## config.mk

```make
export PLATFORM = sky130hd
export DESIGN_NAME = debounce_bank_flat
export DESIGN_NICKNAME = d
export VERILOG_FILES = /design/src/rtl/debounce_pkg.sv /design/src/rtl/debounce_bank_if.sv /design/src/rtl/debounce_channel.sv /design/src/rtl/debounce_bank.sv /design/src/flat_wrapper.sv
export SDC_FILE = /design/constraint.sdc
export NUM_CORES = 1
export LEC_CHECK = 0
export BUFFER_PORTS_ARGS = -buffer_cell sky130_fd_sc_hd__buf_4
export CAP_MARGIN = 0
export CORE_UTILIZATION = 25
export CTS_BUF_LIST = sky130_fd_sc_hd__clkbuf_8
export DETAILED_ROUTE_END_ITERATION = 12
export PLACE_DENSITY = 0.42
export SLEW_MARGIN = 20
export SYNTH_ARGS = -nofsm -noshare
export SYNTH_HDL_FRONTEND = slang
export SYNTH_SLANG_ARGS = --single-unit
```

## constraint.sdc

```tcl
create_clock -name Clock -period 2.3 [get_ports Clock]
set_input_delay 0.23 -clock Clock [delete_from_list [all_inputs] [get_ports Clock]]
set_output_delay 0.23 -clock Clock [all_outputs]
set_load 0.05 [all_outputs]
```

## src/rtl/debounce_pkg.sv

```systemverilog
// rtl/debounce_pkg.sv - shared constants, state encodings and width helpers for the debounce bank
package debounce_pkg;

    localparam int DEFAULT_SYNC_STAGES   = 2;
    localparam int DEFAULT_STABLE_CLOCKS = 1500000;
    localparam int DEFAULT_REPEAT_DELAY  = 25000000;
    localparam int DEFAULT_REPEAT_PERIOD = 5000000;

    localparam logic [1:0] ST_IDLE   = 2'd0;
    localparam logic [1:0] ST_DELAY  = 2'd1;
    localparam logic [1:0] ST_REPEAT = 2'd2;

    typedef struct packed {
        logic rise;
        logic fall;
        logic press;
    } pulse_t;

    // An active-low input idles high, an active-high input idles low.
    function automatic logic idle_level(input bit active_low);
        return active_low;
    endfunction

    function automatic int clog2_min1(input int n);
        int w;
        int v;
        w = 0;
        v = (n > 1) ? n - 1 : 0;
        while (v > 0) begin
            w = w + 1;
            v = v >> 1;
        end
        return (w < 1) ? 1 : w;
    endfunction

endpackage

```

## src/rtl/debounce_bank_if.sv

```systemverilog
// rtl/debounce_bank_if.sv - pin-side inputs and conditioned outputs of the debounce bank
interface debounce_bank_if #(
    parameter int NUM_CH = 4
);
    logic [NUM_CH-1:0] Sig;
    logic [NUM_CH-1:0] Desig;
    logic [NUM_CH-1:0] Rise;
    logic [NUM_CH-1:0] Fall;
    logic [NUM_CH-1:0] Press;
    logic              AnyEvent;

    modport master (output Sig, input Desig, Rise, Fall, Press, AnyEvent);
    modport slave  (input Sig, output Desig, Rise, Fall, Press, AnyEvent);
endinterface

```

## src/rtl/debounce_channel.sv

```systemverilog
// rtl/debounce_channel.sv - one channel: synchroniser, stability counter, edge pulses, hold-to-repeat FSM
module debounce_channel
    import debounce_pkg::*;
#(
    parameter int SYNC_STAGES   = DEFAULT_SYNC_STAGES,
    parameter int STABLE_CLOCKS = DEFAULT_STABLE_CLOCKS,
    parameter bit ACTIVE_LOW    = 1'b1,
    parameter bit REPEAT_EN     = 1'b0,
    parameter int REPEAT_DELAY  = DEFAULT_REPEAT_DELAY,
    parameter int REPEAT_PERIOD = DEFAULT_REPEAT_PERIOD
) (
    input  logic   clk_i,
    input  logic   rst_i,
    input  logic   sig_i,
    output logic   desig_o,
    output pulse_t pulse_o
);

    localparam logic IDLE_LVL = idle_level(ACTIVE_LOW);
    localparam int   CNT_W    = clog2_min1(STABLE_CLOCKS);
    localparam int   REP_MAX  = (REPEAT_DELAY > REPEAT_PERIOD) ? REPEAT_DELAY : REPEAT_PERIOD;
    localparam int   REP_W    = clog2_min1(REP_MAX);
    localparam bit   REP_ON   = REPEAT_EN && (REPEAT_DELAY != 0);

    localparam logic [CNT_W-1:0] CNT_LAST    = CNT_W'(STABLE_CLOCKS - 1);
    localparam logic [REP_W-1:0] DELAY_LAST  = REP_W'(REPEAT_DELAY - 1);
    localparam logic [REP_W-1:0] PERIOD_LAST = REP_W'(REPEAT_PERIOD - 1);

    logic [SYNC_STAGES-1:0] sync_q, sync_d;
    logic [CNT_W-1:0]       cnt_q, cnt_d;
    logic                   desig_q, desig_d;
    pulse_t                 pulse_q, pulse_d;
    logic [1:0]             state_q, state_d;
    logic [REP_W-1:0]       rep_q, rep_d;
    logic                   sync_out;
    logic                   settle;

    assign sync_out = sync_q[SYNC_STAGES-1];

    always_comb begin
        sync_d  = {sync_q[SYNC_STAGES-2:0], sig_i};
        desig_d = desig_q;
        cnt_d   = cnt_q;
        pulse_d = '0;
        state_d = state_q;
        rep_d   = rep_q;
        settle  = 1'b0;

        // Any agreeing sample restarts the stability window.
        if (sync_out == desig_q) begin
            cnt_d = '0;
        end else if (cnt_q == CNT_LAST) begin
            desig_d = sync_out;
            cnt_d   = '0;
            settle  = 1'b1;
        end else begin
            cnt_d = cnt_q + 1'b1;
        end

        pulse_d.rise = settle & desig_d;
        pulse_d.fall = settle & ~desig_d;

        if (settle && (desig_d == IDLE_LVL)) begin
            state_d = ST_IDLE;
        end else if (settle) begin
            state_d       = ST_DELAY;
            rep_d         = '0;
            pulse_d.press = 1'b1;
        end else begin
            case (state_q)
                ST_DELAY: begin
                    // Non-repeating channels park here until release.
                    if (REP_ON) begin
                        if (rep_q == DELAY_LAST) begin
                            pulse_d.press = 1'b1;
                            rep_d         = '0;
                            state_d       = ST_REPEAT;
                        end else begin
                            rep_d = rep_q + 1'b1;
                        end
                    end
                end
                ST_REPEAT: begin
                    if (rep_q == PERIOD_LAST) begin
                        pulse_d.press = 1'b1;
                        rep_d         = '0;
                    end else begin
                        rep_d = rep_q + 1'b1;
                    end
                end
                default: state_d = ST_IDLE;
            endcase
        end
    end

    always_ff @(posedge clk_i) begin
        if (rst_i) begin
            sync_q  <= {SYNC_STAGES{IDLE_LVL}};
            cnt_q   <= '0;
            desig_q <= IDLE_LVL;
            pulse_q <= '0;
            state_q <= ST_IDLE;
            rep_q   <= '0;
        end else begin
            sync_q  <= sync_d;
            cnt_q   <= cnt_d;
            desig_q <= desig_d;
            pulse_q <= pulse_d;
            state_q <= state_d;
            rep_q   <= rep_d;
        end
    end

    assign desig_o = desig_q;
    assign pulse_o = pulse_q;

endmodule

```

## src/rtl/debounce_bank.sv

```systemverilog
// rtl/debounce_bank.sv - bank of independent debounce channels with a registered any-event flag
module debounce_bank
    import debounce_pkg::*;
#(
    parameter int              NUM_CH        = 4,
    parameter int              SYNC_STAGES   = DEFAULT_SYNC_STAGES,
    parameter int              STABLE_CLOCKS = DEFAULT_STABLE_CLOCKS,
    parameter bit              ACTIVE_LOW    = 1'b1,
    parameter logic [NUM_CH-1:0] REPEAT_MASK = '0,
    parameter int              REPEAT_DELAY  = DEFAULT_REPEAT_DELAY,
    parameter int              REPEAT_PERIOD = DEFAULT_REPEAT_PERIOD
) (
    input  logic              Clock,
    input  logic              Reset,
    debounce_bank_if.slave    bus
);

    logic [NUM_CH-1:0] desig_w;
    logic [NUM_CH-1:0] rise_w;
    logic [NUM_CH-1:0] fall_w;
    logic [NUM_CH-1:0] press_w;
    pulse_t            pulse_w [NUM_CH];
    logic              any_q, any_d;

    for (genvar i = 0; i < NUM_CH; i++) begin : g_ch
        debounce_channel #(
            .SYNC_STAGES  (SYNC_STAGES),
            .STABLE_CLOCKS(STABLE_CLOCKS),
            .ACTIVE_LOW   (ACTIVE_LOW),
            .REPEAT_EN    (REPEAT_MASK[i]),
            .REPEAT_DELAY (REPEAT_DELAY),
            .REPEAT_PERIOD(REPEAT_PERIOD)
        ) u_ch (
            .clk_i  (Clock),
            .rst_i  (Reset),
            .sig_i  (bus.Sig[i]),
            .desig_o(desig_w[i]),
            .pulse_o(pulse_w[i])
        );
        assign rise_w[i]  = pulse_w[i].rise;
        assign fall_w[i]  = pulse_w[i].fall;
        assign press_w[i] = pulse_w[i].press;
    end

    assign any_d = |(rise_w | fall_w | press_w);

    always_ff @(posedge Clock) begin
        if (Reset) begin
            any_q <= 1'b0;
        end else begin
            any_q <= any_d;
        end
    end

    assign bus.Desig    = desig_w;
    assign bus.Rise     = rise_w;
    assign bus.Fall     = fall_w;
    assign bus.Press    = press_w;
    assign bus.AnyEvent = any_q;

endmodule

```

## src/flat_wrapper.sv

```systemverilog
// flat-port wrapper written by rule: the top's interface ports become plain ports
module debounce_bank_flat import debounce_pkg::*;
#(
    parameter int              NUM_CH        = 4,
    parameter int              SYNC_STAGES   = DEFAULT_SYNC_STAGES,
    parameter int              STABLE_CLOCKS = DEFAULT_STABLE_CLOCKS,
    parameter bit              ACTIVE_LOW    = 1'b1,
    parameter logic [NUM_CH-1:0] REPEAT_MASK = '0,
    parameter int              REPEAT_DELAY  = DEFAULT_REPEAT_DELAY,
    parameter int              REPEAT_PERIOD = DEFAULT_REPEAT_PERIOD
)
  (Clock, Reset, bus_Sig, bus_Desig, bus_Rise, bus_Fall, bus_Press, bus_AnyEvent);
  debounce_bank_if #(.NUM_CH(NUM_CH)) bus_i ();
  input  logic Clock;
  input  logic Reset;
  input wire logic [$bits(bus_i.Sig)-1:0] bus_Sig;
  output wire logic [$bits(bus_i.Desig)-1:0] bus_Desig;
  output wire logic [$bits(bus_i.Rise)-1:0] bus_Rise;
  output wire logic [$bits(bus_i.Fall)-1:0] bus_Fall;
  output wire logic [$bits(bus_i.Press)-1:0] bus_Press;
  output wire logic [$bits(bus_i.AnyEvent)-1:0] bus_AnyEvent;
  assign bus_i.Sig = bus_Sig;
  assign bus_Desig = bus_i.Desig;
  assign bus_Rise = bus_i.Rise;
  assign bus_Fall = bus_i.Fall;
  assign bus_Press = bus_i.Press;
  assign bus_AnyEvent = bus_i.AnyEvent;
  debounce_bank #(.NUM_CH(NUM_CH), .SYNC_STAGES(SYNC_STAGES), .STABLE_CLOCKS(STABLE_CLOCKS), .ACTIVE_LOW(ACTIVE_LOW), .REPEAT_MASK(REPEAT_MASK), .REPEAT_DELAY(REPEAT_DELAY), .REPEAT_PERIOD(REPEAT_PERIOD)) u_core (.Clock(Clock), .Reset(Reset), .bus(bus_i));
endmodule
```

==> impl_metrics.tcl, run 1 <==
set metrics [dict create \
    postCtsSetupBuffers 0 \
    dr.pass1.iters 8 \
    async_flop_share_pct 0 \
    ctsHoldBuffers 2 \
    gp_congestion 0.737 \
    fin_setup_tns_ps 0 \
    ys_seq_elements 109 \
    fill_cells 1881 \
    total_power_w 0.00311 \
    viasPerCell 4.80 \
    clock_latency_ps 380 \
    fp.dieH_um 138 \
    worstPathRequired_ps 2610 \
    cp-end-kind "register" \
    synthFlopType "dfxtp_1" \
    power_leakage_nw 1.66 \
    status "finished with violations" \
    synth_top_cells_by_area "dfxtp_1, xor2_1, nor2_1, nand4_1, a21oi_1" \
    cp_max_fo 7 \
    p_sw_w 0.000669 \
    arrival_ps 2260 \
    pre_cts_slack_ps 356 \
    maxCapViolations 0 \
    crit_type "register to register" \
    hold_path.class "primary input to register" \
    antenna_found_initial 0 \
    dieArea_um2 19100 \
    final_cells 759 \
    routed_wl_um 9760 \
    p_sw_share_pct 21.5 \
    pwr-share-seq_pct 61.1 \
    synth_top_area_share_pct 46.9 \
    grt_setup_unrepaired "no" \
    crit_family "simple AND/OR/NAND/NOR gates" \
    crit_path_start_kind "register" \
    clock_sinks 109 \
    ant_nets 0 \
    hpwl_um 6900 \
    synth_top_area_cell "dfxtp_1" \
    yosysWarnings 0 \
    combPwrFrac_pct 1.6 \
    hold_viol 0 \
    grt_pass1_wl_um 16800 \
    relSlewSlack_pct 56.5 \
    diodes 0 \
    rows 49 \
    final_core_utilization_pct 28.8 \
    clock-root-buffer "clkbuf_8" \
    yosysUniqueCellTypes 46 \
    synth_edf_count 0 \
    syn_avg_cell_area_um2 9.13 \
    drive_gt1_share_pct 11.1 \
    ir_drop_uv 302 \
    start_util_pct 25.7 \
    place_inst 741 \
    fmax_mhz 513 \
    layout_min_cycle_time_ps 1950 \
    drcViolationCount 2 \
    setup_ws_ps 352 \
    area_growth_pct 12.2 \
    crit_chain "ha_1, and4_1, nand4_1, or4_1, a21oi_1" \
    yosysSeqAreaShare_pct 46.9 \
    cts.clk_slew.worst_paths_ps 100 \
    die_x_um 138 \
    powerDensity_nw_per_um2 595 \
    ctsResizeCount 0 \
    cp_slowest_stage_delay_ps 480 \
    portBuffers 22 \
    vias 3642 \
    worst_slew_pin_slew_ps 647 \
    synth_area_um2 4650 \
    drv_slew 0 \
    grt_pass1_vias 3510 \
    violations "DRC" \
    routedWlPerCell_um 12.9 \
    clock_skew_ps 10.9 \
    ios 23 \
    power.internal_w 0.00244 \
    htreeDepth 3 \
    syn_nets 519 \
    clock_path_buffers 2 \
    drtIter0Drc 176 \
    synth_cells 509 \
    grt_max_degree 30 \
    period_share_pct 84.7 \
    setup_violations 0 \
    critPathBufInv 0 \
    core-area_um2 18100 \
    cts_buffers 9 \
    nets 535 \
    cp_slowest_cell "or4_1" \
    tritoncts "done" \
    clkPwrFrac_pct 37.3 \
    groute.usage.overall_pct 10.9 \
    gr-total-overflow 0 \
]
synth_stat cells (all sizes together) (4+ instances only):
| cell | n |
|---|---|
| a21o | 6 |
| a21oi | 28 |
| and2 | 5 |
| and3 | 15 |
| and4 | 12 |
| buf | 13 |
| clkbuf | 10 |
| dfxtp | 109 |
| ha | 4 |
| inv | 11 |
| nand2 | 19 |
| nand2b | 8 |
| nand3 | 27 |
| nand4 | 30 |
| nor2 | 58 |
| nor3 | 13 |
| nor4 | 8 |
| o21ai | 14 |
| o31ai | 14 |
| or2 | 9 |
| or3 | 11 |
| or4 | 15 |
| xnor2 | 15 |
| xor2 | 35 |
cells by family (layout without fill, tap and decap cells):
group	count (synthesis)	in the layout	share of synthesized area (%)
AO/OA/AOI/OAI	70	70	9.48
XOR/XNOR	50	50	9.42
adder cells (fa/ha/maj)	4	4	1.08
buffers and inverters	34	55	3.58
flip-flops	109	109	46.9
AND/OR/NAND/NOR	242	242	29.5
per-layer routing:
metal / share of wire, % / track usage, %
met5: 0 / 0
met4: 0.82 / 3.49
met3: 3.6 / 3.64
met2: 47 / 17.8
met1: 48 / 13.3
placed cells by master (no fill, tap or decap), types with 2 or more instances in the layout:
| cell type | instances |
|---|---|
| nor4b_1 | 2 |
| nor4_1 | 8 |
| a21o_1 | 6 |
| nor2_1 | 58 |
| nor3_1 | 13 |
| clkinv_2 | 2 |
| xnor2_1 | 15 |
| clkbuf_8 | 10 |
| a31o_2 | 3 |
| and2_1 | 4 |
| ha_1 | 4 |
| a21oi_1 | 28 |
| and4b_1 | 3 |
| and4_1 | 11 |
| buf_4 | 26 |
| or2_2 | 9 |
| nor3b_1 | 2 |
| xor2_1 | 35 |
| or4_1 | 14 |
| or3_1 | 11 |
| dlygate4sd3_1 | 2 |
| and3_1 | 14 |
| nand2b_1 | 8 |
| nand3_1 | 27 |
| nand2_1 | 19 |
| nor4bb_1 | 2 |
| o21ai_0 | 13 |
| dfxtp_1 | 109 |
| nand4_1 | 29 |
| o31ai_1 | 14 |
| inv_1 | 13 |
power groups by stage:
| stage | sequential (W) | combinational [W] | clock [W] |
|---|---|---|---|
| 3_3_place_gp | 0.00194 | 0.0000465 | 0 |
| 3_5_place_dp | 0.00194 | 0.0000472 | 0 |
| 5_1_grt | 0.00190 | 0.0000550 | 0.00129 |
| 6_report | 0.00190 | 0.0000486 | 0.00116 |
| 2_1_floorplan | 0.00194 | 0.0000325 | 0 |
| 4_1_cts | 0.00190 | 0.0000500 | 0.00122 |
registers in the layout (all words and copies together) (netlist names):
signal / cells
u_core.bus.AnyEvent: 1
u_core.g_ch.u_ch.sync_q: 8
u_core.g_ch.u_ch.desig_o: 4
u_core.g_ch.u_ch.cnt_q: 84
u_core.g_ch.u_ch.pulse_o: 12
path summary, 6_finish.rpt:
kind / from / cells after the start / to / slack, ps
max: u_core.g_ch[0].u_ch.cnt_q[0] / 5 / u_core.g_ch[0].u_ch.cnt_q[20] / 350
min: bus_Sig[0] / 2 / u_core.g_ch[0].u_ch.sync_q[0] / 30
max reg2reg: u_core.g_ch[0].u_ch.cnt_q[0] / 5 / u_core.g_ch[0].u_ch.cnt_q[20] / 350
min reg2reg: u_core.g_ch[1].u_ch.sync_q[0] / 1 / u_core.g_ch[1].u_ch.sync_q[1] / 420
metrics by stage:
stage	hold slack, ps	area, µm²
2_1_floorplan	334	4650
3_3_place_gp	397	5000
3_5_place_dp	398	5000
4_1_cts	1.41	5220
5_1_grt	4.07	5220
6_report	32.4	5220
cell type report:
type                    count  area, µm²  area share, %
clock inverters             6       55.1           1.06
inverters                  11       41.3          0.791
clock buffers              10        138           2.64
multi-input cells         366       2300           44.1
flip-flops and latches    109       2180           41.8
repair buffers             28        215           4.12
well taps                 229        287           5.49
(Power assumes the default switching activity.)
==> run 2: changes to the inputs <==
--- a/config.mk
+++ b/config.mk
@@ -5,12 +5,13 @@
 export SDC_FILE = /design/constraint.sdc
 export NUM_CORES = 1
 export LEC_CHECK = 0
+export ABC_AREA = 1
 export BUFFER_PORTS_ARGS = -buffer_cell sky130_fd_sc_hd__buf_4
 export CAP_MARGIN = 0
 export CORE_UTILIZATION = 25
 export CTS_BUF_LIST = sky130_fd_sc_hd__clkbuf_8
 export DETAILED_ROUTE_END_ITERATION = 12
-export PLACE_DENSITY = 0.42
+export PLACE_DENSITY = 0.43
 export SLEW_MARGIN = 20
 export SYNTH_ARGS = -nofsm -noshare
 export SYNTH_HDL_FRONTEND = slang
==> constraint.sdc (replaced) <==
create_clock -name Clock -period 1.6 [get_ports Clock]
set_input_delay 0.16 -clock Clock [delete_from_list [all_inputs] [get_ports Clock]]
set_output_delay 0.16 -clock Clock [all_outputs]
set_load 0.05 [all_outputs]
==> run 2 against run 1 <==
  * The flow now finishes without violations
  * Sequential cell count unchanged
  * Total power increased by 44%
  * Cell count increased by 41%
  * Sequential power increased by 44%
  * Clock skew increased by 0.77 ps
  * Sequential share of layout area decreased by 6.5 points
  * Clock power increased by 44%
  * Die area increased by 15%
  * Maximum frequency increased by 32%
  * Routed wire length increased by 24%
  * Core utilization increased by 0.55 points
  * Global-route usage increased by 0.90 points
  * Highest routed layer unchanged
==> impl_metrics.tcl, run 2 <==
set metrics [dict create \
    arrival_ps 1750 \
    min_from "Reset" \
    synthFlopType "dfxtp_1" \
    gp_congestion 0.803 \
    setup_violations 0 \
    tritoncts "done" \
    area_growth_pct 15.0 \
    maxCapViolations 0 \
    dr.pass1.iters 4 \
    core-area_um2 21000 \
    antenna_found_initial 0 \
    drcViolationCount 0 \
    ir_drop_uv 370 \
    status "completed" \
    syn_nets 755 \
    clock_path_buffers 2 \
    relSlewSlack_pct 73.6 \
    synth_area_um2 5370 \
    final_cell_mix "nand2_1, nor2_1, dfxtp_1" \
    cp_max_fo 21 \
    routedWlPerCell_um 11.3 \
    multi_input_area_um2 2810 \
    nets 801 \
    groute.usage.overall_pct 11.8 \
    yosysUniqueCellTypes 33 \
    cp_slowest_cell "dfxtp_1" \
    rows 53 \
    hold_viol 0 \
    synth_cells 745 \
    drive_gt1_share_pct 15.3 \
    vias 4463 \
    ios 23 \
    htreeDepth 3 \
    synth_top_area_cell "dfxtp_1" \
    diodes 0 \
    final_core_utilization_pct 29.4 \
    synth_top_cells_by_area "dfxtp_1, nand2_1, nor2_1, xor2_1, inv_1" \
    yosysWarnings 0 \
    netlist_top_cells_count "nand2_1, nor2_1, dfxtp_1, inv_1, nand3_1" \
    worst_slew_pin_slew_ps 393 \
    ys_seq_elements 109 \
    routed_wl_um 12100 \
    fill_cells 2260 \
    grt_setup_unrepaired "no" \
    syn_avg_cell_area_um2 7.21 \
    drv_slew 0 \
    largest_register_ffs 84 \
    cp_slowest_stage_delay_ps 400 \
    portBuffers 22 \
    place_inst 1050 \
    regMostFlops "u_core.g_ch.u_ch.cnt_q" \
    grt_pass1_vias 4170 \
    clock_sinks 109 \
    yosysSeqAreaShare_pct 40.6 \
    cp-end-kind "register" \
    regArea_um2 2180 \
    design_area_um2 6180 \
    drtIter0Drc 129 \
    clock_skew_ps 11.6 \
    clock-root-buffer "clkbuf_8" \
    cts_buffers 9 \
    period_share_pct 92.4 \
    cts.clk_slew.worst_paths_ps 110 \
    place_area_um2 5930 \
    grt_pass1_wl_um 20600 \
    layout_min_cycle_time_ps 1480 \
    viasPerCell 4.17 \
    powerDensity_nw_per_um2 725 \
    worstPathRequired_ps 1870 \
    layout_commonest_cell "nand2_1" \
    grt_max_degree 24 \
    fmax_mhz 677 \
    yosysMostFrequentCell "nand2_1" \
    start_util_pct 25.6 \
    fp.dieH_um 149 \
    final_cells 1070 \
    power_leakage_nw 1.93 \
    synth_edf_count 0 \
    dieArea_um2 22100 \
    crit_chain "nand2_1, nor3_2, nand3_2, nand2_4, a21oi_1" \
    crit_path_start_kind "register" \
    hpwl_um 9190 \
    crit_type "register to register" \
    r2r-start "u_core.g_ch[0].u_ch.cnt_q[17]" \
    gr-total-overflow 0 \
    die_x_um 149 \
    fin_setup_tns_ps 0 \
    synth_top_area_share_pct 40.6 \
    ant_nets 0 \
    clock_latency_ps 390 \
    async_flop_share_pct 0 \
    cp-startpoint "u_core.g_ch[0].u_ch.cnt_q[17]" \
    hold_path.class "primary input to register" \
]
==> run 2: changes by cell type after synthesis, sizes merged, moves of 8 or more <==
cell    before  now
nor4         8    0
nand2       19  176
o31ai       14    0
or4         15    0
clkbuf      10    2
nand2b       8    0
inv         11   71
nand4       30   19
or3         11    0
nor2        58  179
and3        15    0
nand3       27   49
and4        12    0
==> run 2: path summary, 6_finish.rpt <==
path / endpoint / slack [ps] / cells after the start
max reg2reg: u_core.g_ch[0].u_ch.cnt_q[9] / 120 / 5
min: u_core.bus.AnyEvent / 130 / 2
min reg2reg: u_core.g_ch[2].u_ch.sync_q[1] / 420 / 1
max: u_core.g_ch[0].u_ch.cnt_q[9] / 120 / 5
==> run 2: report_power, final <==
group / switching [W] / internal (W) / total, W / leakage (nW)
clock network: 0.000963 / 0.000704 / 0.00167 / 0.0960
registers: 0.00000815 / 0.00272 / 0.00273 / 0.880
logic: 0.0000483 / 0.0000358 / 0.0000841 / 0.953
==> run 2: worst max-delay path: cells and delay by family (launching register included) <==
family | cells | cell delay (ps)
DFF | 1 | 400
and+or+nand+nor | 4 | 890
AOI/OAI and AO/OA | 1 | 70
==> run 2: final cells by class <==
cell class	count	area share, %
clock buffer	9	2.00
tap	275	5.57
inverter	71	4.31
timing repair buffer	48	6.40
sequential	109	35.3
multi-input combinational	552	45.5
clock inverter	6	0.911
==> run 2: timing repair <==
| action | CTS | global route |
|---|---|---|
| hold buffers | 4 | 0 |
| gates resized for setup | 0 | 4 |
| endpoints found under the hold margin | 4 | 0 |
| setup endpoints to repair | 0 | 24 |
| buffers inserted | 0 | 1 |
==> run 2: cells by family (layout without fill, tap and decap cells) <==
family / after synthesis / count (layout) / synth area share [%]
buffers and inverters: 84 / 134 / 7.45
AND/OR/NAND/NOR: 459 / 459 / 39.4
adder cells (fa/ha/maj): 4 / 4 / 0.931
flip-flops: 109 / 109 / 40.6
AO/OA/AOI/OAI: 49 / 49 / 5.12
XOR/XNOR: 40 / 40 / 6.52
==> run 2: metrics by stage <==
stage / worst slack, ps / power (W) / hold slack, ps
floorplan: 184 / 0.00285 / 264
global placement: 124 / 0.00287 / 364
detailed placement: 105 / 0.00287 / 363
CTS: 88.0 / 0.00457 / 116
global route: 14.4 / 0.00467 / 139
finish: 122 / 0.00448 / 129
==> run 2: per-layer routing <==
metal / vias to the layer above / share of wire, % / GRT usage (%)
met1: 1962 / 53 / 16.6
li1: 2444 / - / -
met5: - / 0 / 0
met3: 14 / 2.4 / 1.60
met4: 0 / 1.8 / 5.26
met2: 43 / 43 / 17.7
==> run 3: changes to the inputs <==
--- a/config.mk
+++ b/config.mk
@@ -5,13 +5,12 @@
 export SDC_FILE = /design/constraint.sdc
 export NUM_CORES = 1
 export LEC_CHECK = 0
-export ABC_AREA = 1
 export BUFFER_PORTS_ARGS = -buffer_cell sky130_fd_sc_hd__buf_4
 export CAP_MARGIN = 0
 export CORE_UTILIZATION = 25
 export CTS_BUF_LIST = sky130_fd_sc_hd__clkbuf_8
 export DETAILED_ROUTE_END_ITERATION = 12
-export PLACE_DENSITY = 0.43
+export PLACE_DENSITY = 0.44
 export SLEW_MARGIN = 20
 export SYNTH_ARGS = -nofsm -noshare
 export SYNTH_HDL_FRONTEND = slang
==> run 3 against run 2 <==
  * The flow now finishes with violations (setup timing)
  * Global-route usage up 0.18 points
  * Routed wire length is 6.9% lower
  * Clock power up 12%
  * Highest routed layer unchanged
==> impl_metrics.tcl, run 3 (same netlist as run 1, synthesis figures left out) <==
set metrics [dict create \
    grt_max_degree 20 \
    cp-end-kind "register" \
    worst_slew_pin_slew_ps 435 \
    drtIter0Drc 162 \
    cts.clk_slew.worst_paths_ps 100 \
    grt_setup_unrepaired "yes" \
    dr.pass1.iters 4 \
    fin_setup_tns_ps -3690 \
    design_area_um2 6410 \
    cts_buffers 9 \
    vias 4048 \
    arrival_ps 1990 \
    portBuffers 22 \
    layout_commonest_cell "buf_4" \
    fp.dieH_um 138 \
    worstPathRequired_ps 1850 \
    multi_input_area_um2 2560 \
    rr_worst_depth 6 \
    period_share_pct 109 \
    ios 23 \
    crit_family "simple AND/OR/NAND/NOR gates" \
    die_x_um 138 \
    diodes 0 \
    regArea_um2 2220 \
    crit_chain "ha_4, and4_4, or4b_4, o21ai_4, buf_12, a21oi_1" \
    final_cell_mix "buf_4, dfxtp_1, nor2_1" \
    power_leakage_nw 2.25 \
    relSlewSlack_pct 70.8 \
    clock_latency_ps 380 \
    place_area_um2 5670 \
    r2r_end "u_core.g_ch[3].u_ch.cnt_q[20]" \
    nets 633 \
    globalRouteMet2Util_pct 19.7 \
    start_util_pct 25.7 \
    core-area_um2 18100 \
    htreeDepth 3 \
    rows 49 \
    grt_use_met3_pct 2.15 \
    largest_register_ffs 84 \
    tritoncts "done" \
    hold_path.class "primary input to register" \
    clock_path_buffers 2 \
    crit_type "register to register" \
    r2r-start "u_core.g_ch[3].u_ch.cnt_q[1]" \
    routedWlPerCell_um 13.1 \
    grt_pass1_wl_um 18500 \
    routed_wl_um 11200 \
    violations "setup timing" \
    critPathCapture "u_core.g_ch[3].u_ch.cnt_q[20]" \
    pre_cts_slack_ps -149 \
    fill_cells 1852 \
    hold_viol 0 \
    drv_slew 0 \
    grt_pass1_vias 3926 \
    final_core_utilization_pct 35.5 \
    status "finished with violations" \
    drcViolationCount 0 \
    clock-root-buffer "clkbuf_8" \
    ir_drop_uv 345 \
    grt_use_met1_pct 15.1 \
    gp_congestion 0.736 \
    crit_cells 6 \
    critPathBufInv 1 \
    groute.usage.overall_pct 11.9 \
    setup_violations 41 \
    r2r_slack_ps -140 \
    clock_skew_ps 13.1 \
    cp_max_fo 19 \
    timing.hold.ws_ps 93.6 \
    dieArea_um2 19100 \
    viasPerCell 4.73 \
    cp-startpoint "u_core.g_ch[3].u_ch.cnt_q[1]" \
    gr-total-overflow 0 \
    clock_sinks 109 \
    cp_slowest_cell "or4b_4" \
    antenna_found_initial 0 \
    drive_gt1_share_pct 35.5 \
    busiest_layer "met2" \
    setup_ws_ps -139 \
    fmax_mhz 575 \
    hpwl_um 7980 \
    crit_path_start_kind "register" \
    regMostFlops "u_core.g_ch.u_ch.cnt_q" \
    maxCapViolations 0 \
    ant_nets 0 \
    powerDensity_nw_per_um2 733 \
    cp_slowest_stage_delay_ps 500 \
    area_growth_pct 38.0 \
    layout_min_cycle_time_ps 1740 \
]
==> run 3: power breakdown <==
group	switching [W]	total, W	internal [W]
Sequential	0.00000816	0.00272	0.00271
Clock	0.000910	0.00187	0.000957
Combinational	0.0000506	0.000109	0.0000582
Total	0.000969	0.00470	0.00373
==> run 3: timing repair <==
action | in CTS | in global routing
hold buffers | 4 | 0
resized for setup | 26 | 51
cloned | 1 | 2
setup buffers | 15 | 8
hold endpoints to repair | 4 | 0
pin swaps | 12 | 14
setup endpoints to repair | 70 | 85
==> run 3: stage by stage <==
step / power [W] / std cells
floorplan: 0.00284 / 509
global placement: 0.00287 / 814
detailed placement: 0.00287 / 814
CTS: 0.00478 / 848
global route: 0.00489 / 855
finish: 0.00470 / 855
==> run 3: layout make-up <==
class | instances | area share [%]
timing repair buffer | 126 | 16.8
clock buffer | 11 | 2.36
inverter | 11 | 0.644
clock inverter | 3 | 1.07
multi-input combinational | 366 | 40.0
tap | 229 | 4.47
sequential | 109 | 34.7
==> run 3: per-layer routing <==
layer  part of all wire, %  routed length, µm
met1                    47               5330
met5                     0                  0
met2                    48               5390
met4                   2.1                231
met3                   2.6                293
==> run 3: worst min-delay path by stage <==
stage,from,to,depth (start not counted)
CTS,Reset,u_core.g_ch[0].u_ch.pulse_o[1],2
global route,Reset,u_core.g_ch[2].u_ch.pulse_o[2],2
finish,Reset,u_core.g_ch[2].u_ch.pulse_o[0],2
detailed placement,bus_Sig[1],u_core.g_ch[1].u_ch.sync_q[0],2
global placement,bus_Sig[1],u_core.g_ch[1].u_ch.sync_q[0],2
floorplan,bus_Sig[0],u_core.g_ch[0].u_ch.sync_q[0],1
